==> src/rtl/vga_sync_gen.sv <==
// vga_sync_gen: VGA timing source. A clock-enable prescaler derives the pixel
// rate from the system clock; pixel counters, sync pulses and the frame tick
// are all registered so the connector pins see clean edges.
module vga_sync_gen #(
  parameter int CLK_DIV   = 4,
  parameter int H_DISPLAY = 640,
  parameter int H_FRONT   = 16,
  parameter int H_SYNC    = 96,
  parameter int H_BACK    = 48,
  parameter int V_DISPLAY = 480,
  parameter int V_FRONT   = 10,
  parameter int V_SYNC    = 2,
  parameter int V_BACK    = 33
) (
  input  logic       clk,
  input  logic       game_reset,
  output logic       hsync,
  output logic       vsync,
  output logic       video_on,
  output logic       p_tick,
  output logic       frame_tick,
  output logic [9:0] pixel_x,
  output logic [9:0] pixel_y
);

  localparam int H_TOTAL = H_DISPLAY + H_FRONT + H_SYNC + H_BACK;
  localparam int V_TOTAL = V_DISPLAY + V_FRONT + V_SYNC + V_BACK;
  localparam int DW      = (CLK_DIV > 2) ? $clog2(CLK_DIV) : 1;

  localparam logic [DW-1:0] DIV_MAX = DW'(CLK_DIV - 1);
  localparam logic [9:0] H_MAX  = 10'(H_TOTAL - 1);
  localparam logic [9:0] V_MAX  = 10'(V_TOTAL - 1);
  localparam logic [9:0] H_VIS  = 10'(H_DISPLAY);
  localparam logic [9:0] V_VIS  = 10'(V_DISPLAY);
  localparam logic [9:0] HS_BEG = 10'(H_DISPLAY + H_FRONT);
  localparam logic [9:0] HS_END = 10'(H_DISPLAY + H_FRONT + H_SYNC - 1);
  localparam logic [9:0] VS_BEG = 10'(V_DISPLAY + V_FRONT);
  localparam logic [9:0] VS_END = 10'(V_DISPLAY + V_FRONT + V_SYNC - 1);

  logic [DW-1:0] div;
  logic [9:0]    x_nxt, y_nxt;

  // Next counter position; syncs and frame tick are decoded from it so they
  // land in the same cycle as the counters they describe.
  always_comb begin
    x_nxt = (pixel_x == H_MAX) ? 10'd0 : pixel_x + 10'd1;
    y_nxt = pixel_y;
    if (pixel_x == H_MAX)
      y_nxt = (pixel_y == V_MAX) ? 10'd0 : pixel_y + 10'd1;
  end

  // Prescaler: p_tick goes high the cycle after div hits its terminal count.
  always_ff @(posedge clk) begin
    if (game_reset) begin
      div    <= '0;
      p_tick <= 1'b0;
    end else begin
      div    <= (div == DIV_MAX) ? '0 : div + 1'b1;
      p_tick <= (div == DIV_MAX);
    end
  end

  // Pixel counters and sync/frame outputs, advanced once per pixel period.
  always_ff @(posedge clk) begin
    if (game_reset) begin
      pixel_x    <= '0;
      pixel_y    <= '0;
      hsync      <= 1'b1;
      vsync      <= 1'b1;
      frame_tick <= 1'b0;
    end else if (p_tick) begin
      pixel_x    <= x_nxt;
      pixel_y    <= y_nxt;
      hsync      <= !((x_nxt >= HS_BEG) && (x_nxt <= HS_END));
      vsync      <= !((y_nxt >= VS_BEG) && (y_nxt <= VS_END));
      frame_tick <= (x_nxt == 10'd0) && (y_nxt == V_VIS);
    end else begin
      // Counters hold; the frame tick lasts a single clock.
      frame_tick <= 1'b0;
    end
  end

  // Visible-area decode straight off the counter registers.
  assign video_on = (pixel_x < H_VIS) && (pixel_y < V_VIS);

endmodule

==> config.mk <==
export PLATFORM = sky130hd
export DESIGN_NAME = vga_sync_gen
export DESIGN_NICKNAME = d
export VERILOG_FILES = /design/src/rtl/vga_sync_gen.sv
export SDC_FILE = /design/constraint.sdc
export NUM_CORES = 1
export LEC_CHECK = 0
export CAP_MARGIN = 20
export CORE_MARGIN = 10
export CORE_UTILIZATION = 42
export DETAILED_ROUTE_END_ITERATION = 8
export PLACE_DENSITY = 0.65
export SYNTH_ARGS = -nofsm -noshare
export SYNTH_HDL_FRONTEND = slang
export SYNTH_SLANG_ARGS = --single-unit
==> constraint.sdc <==
create_clock -name clk -period 2.6 [get_ports clk]
set_clock_uncertainty 0.15 [all_clocks]
set_input_delay 0.39 -clock clk [delete_from_list [all_inputs] [get_ports clk]]
set_output_delay 0.39 -clock clk [all_outputs]
set_load 0.01 [all_outputs]
==> metrics <==
status=finished clean; num rows=22; Finished Layout Cells=290; Placed Area=around 2000 sq um; WL final=approximately 4300 microns; layout cells sized above 1=0.1116; fillcell total=around 390; post-synthesis net count=around 220; Cell Area, Synth=1675 sq um; Critical path origin=pixel_x[1]; Die W=83.16 microns; mux cell area share after synthesis=0.01867; P_sw=roughly 0.15 mW; CTS root buffer=clkbuf_8; gr ovfl total=0; LEAKAGE=0.7110 nW; min-delay worst type=flip-flop to flip-flop; Slew headroom=0.7551; worst reg2reg setup slack=about 0.27 ns; Iter 0 DRT Violations=between 90 and 100; Inst Count DP=about 290; FF-to-FF End=frame_tick; FFs w/ async S/R, synth=0; Worst Hold Path EP=div[0]; fin util=0.5488; overall die height=slightly above 80 microns; Reg clk slew, reported paths=roughly 0.090 ns; pre-CTS setup slack=~0.24 ns; Synth cell types=48; Setup Viol. Count Final=0; Routed WL per cell=about 15 microns; clk_lat worst skew=0.27 ns; minimum clock period=around 2.3 ns; cell family with most CP delay=simple AND/OR/NAND/NOR gates; critical-path cell list=ha_1, nand4_2, nor4_4, buf_4, nand4_1, a2111oi_4, nor4b_2; post-synthesis simple-gate area fraction=0.3323; vias in the first global route=1495; Seq cells post-synth=26; most frequent cells in the layout=nor2_1, dfxtp_1, clkdlybuf4s50_1, nand2_1; Final Max Tran Viols=0; DR vias/cell=~5.6; final setup TNS=0 ns; Hold Path Origin=div[0]; initial core utilization=0.4443; WS Path Type=flip-flop to flip-flop; clock sinks=26; hold slack=~0.29 ns; port bufs=26; main combinational cell family by area after synthesis=simple AND/OR/NAND/NOR gates; Synth Area in Compound Gates=0.1636; Seq/Total Area, Yosys=0.3107; via count=roughly 1600; area of the multi-input gates=roughly 1100 sq um; RSZ-0062 raised after global routing=false; final instance area=roughly 2100 sq um; largest net degree at the start of global routing=26; number of warnings issued by yosys=0; antenna-violating nets left=0; HPWL Detailed=about 3200 microns; Period Utilization, post-route=0.8944; element type at the critical path start=flip-flop; sequential cell area=about 520 sq um; final RePlAce weighted congestion=0.8507; max cap viols=0; Combinational Power Share=0.052; Met2 Wirelength=around 2100 microns; r2r startpoint=pixel_x[1]; ranking of synthesized cells by area=dfxtp_1, nor2_1, a21oi_1, xor2_1, nand2_1; clock share of power=0.341; WHS Path Cells=1; post-synth top area share=0.3107; TritonCTS buffer count=3; cts hold-fix bufs=0; synthesized area per cell=7.829 sq um; final hold violations=0; top_reg_cell synth=dfxtp_1; pwr dens=~330 nW/um^2; # diodes=0; top sig layer=met4; WP buf/inv=1; fmax=about 430 MHz; VDD IR max=183.3 uV; M1 WL=1949 microns; Worst Tran Pin Value=0.3646 ns; Max H-tree Level=1; cells after synthesis=approximately 210; DR WL met3=between 200 and 250 microns; antenna violations before repair=0; synth-to-layout area growth=23.52%; Required @ worst endpoint=between 2 and 3 ns; Flop pwr share=0.607; drc violations=0; number of nets in the layout=~250; drt pass-1 iters=4; Crit Path Max Fanout=6; CP Data Arrival Time=2.37 ns; deepest clock path buffer count=2; EDFF count, synth=0; total power=between 0.6 and 0.7 mW; Synth Area in Adders=0.03734; internal power=0.5244 mW; Worst Reg-to-Reg Cells=7; post-synth top area cell=dfxtp_1; cell with the largest stage delay on the worst path=dfxtp_1; IO Pins=27; Crit path largest cell delay=0.42 ns; global-route wire length before repair=around 7300 microns; Synth Area in XOR/XNOR=0.07842; CTS tree=yes; Setup WS post-layout=around 0.27 ns; most common cell after layout, fill and taps aside=nor2_1; CP Capture Type=flip-flop; core box area=3771 sq um; gr usage total=0.1212; Sw Share=0.2218; die area=roughly 6900 sq um
routing by layer:
layer / track usage / vias to the layer above
met5: 0 / -
met1: 0.1454 / 764
met4: 0.02615 / 0
met3: 0.03613 / 2
li1: - / 819
met2: 0.2060 / 32
logic make-up (layout without fill, tap and decap cells):
family / count (synthesis) / in the layout
XOR/XNOR: 15 / 15
flip-flops: 26 / 26
AND/OR/NAND/NOR: 104 / 104
buffers and inverters: 21 / 49
AO/OA/AOI/OAI: 40 / 40
multiplexers: 3 / 3
adder cells (fa/ha/maj): 5 / 5
worst max path at each step:
stage                 end  slack, ns  cells after the start
6_report       frame_tick       0.27                      7
5_1_grt        pixel_y[9]       0.03                      8
3_5_place_dp   frame_tick       0.24                      7
4_1_cts        frame_tick       0.21                      7
2_1_floorplan  frame_tick       0.28                      7
3_3_place_gp   frame_tick       0.29                      7
cells in the mapped netlist (2+ instances only):
master,number
buf_4,4
a211oi_1,5
o21ai_0,6
ha_1,5
nand4_1,5
xnor2_1,7
o32a_1,2
and3_1,9
nor3_1,6
nor2b_1,3
nand3_1,13
nor4_1,2
dfxtp_1,26
xor2_1,8
inv_1,5
and2_1,2
buf_2,4
nor2_1,30
nand2_1,18
a31oi_1,2
or4_1,2
a21oi_1,15
clkbuf_1,7
o31ai_1,2
nand2b_1,2
mux2i_1,2
worst reg2reg max path: stages (launching register included):
cell       delay [ns]
dfxtp_1          0.42
ha_1             0.21
nand4_2          0.16
nor4_4           0.38
buf_4            0.18
nand4_1          0.13
a2111oi_4        0.39
nor4b_2          0.23
flip-flops by register name (all words and copies together), names as in the netlist:
register	count
vsync	1
p_tick	1
hsync	1
pixel_y	10
frame_tick	1
pixel_x	10
div	2
what timing repair did:
action                     CTS  global route
setup buffers                0             2
resized for setup            0             0
setup endpoints to repair    0             1
hold endpoints to repair     0             0
final cells by class:
| class | instances | area share |
|---|---|---|
| multi-input combinational | 167 | 0.5103 |
| sequential | 26 | 0.2515 |
| timing repair buffer | 41 | 0.1802 |
| tap | 48 | 0.02902 |
| clock buffer | 3 | 0.01995 |
| inverter | 5 | 0.009069 |
power by group through the flow:
stage	clock [mW]	combinational [mW]	sequential, mW
finish	0.230	0.0349	0.409
detailed placement	0	0.0358	0.418
CTS	0.240	0.0360	0.409
global placement	0	0.0355	0.418
floorplan	0	0.0217	0.418
global route	0.248	0.0401	0.410
Note: power is estimated with default switching activity, not from simulation.
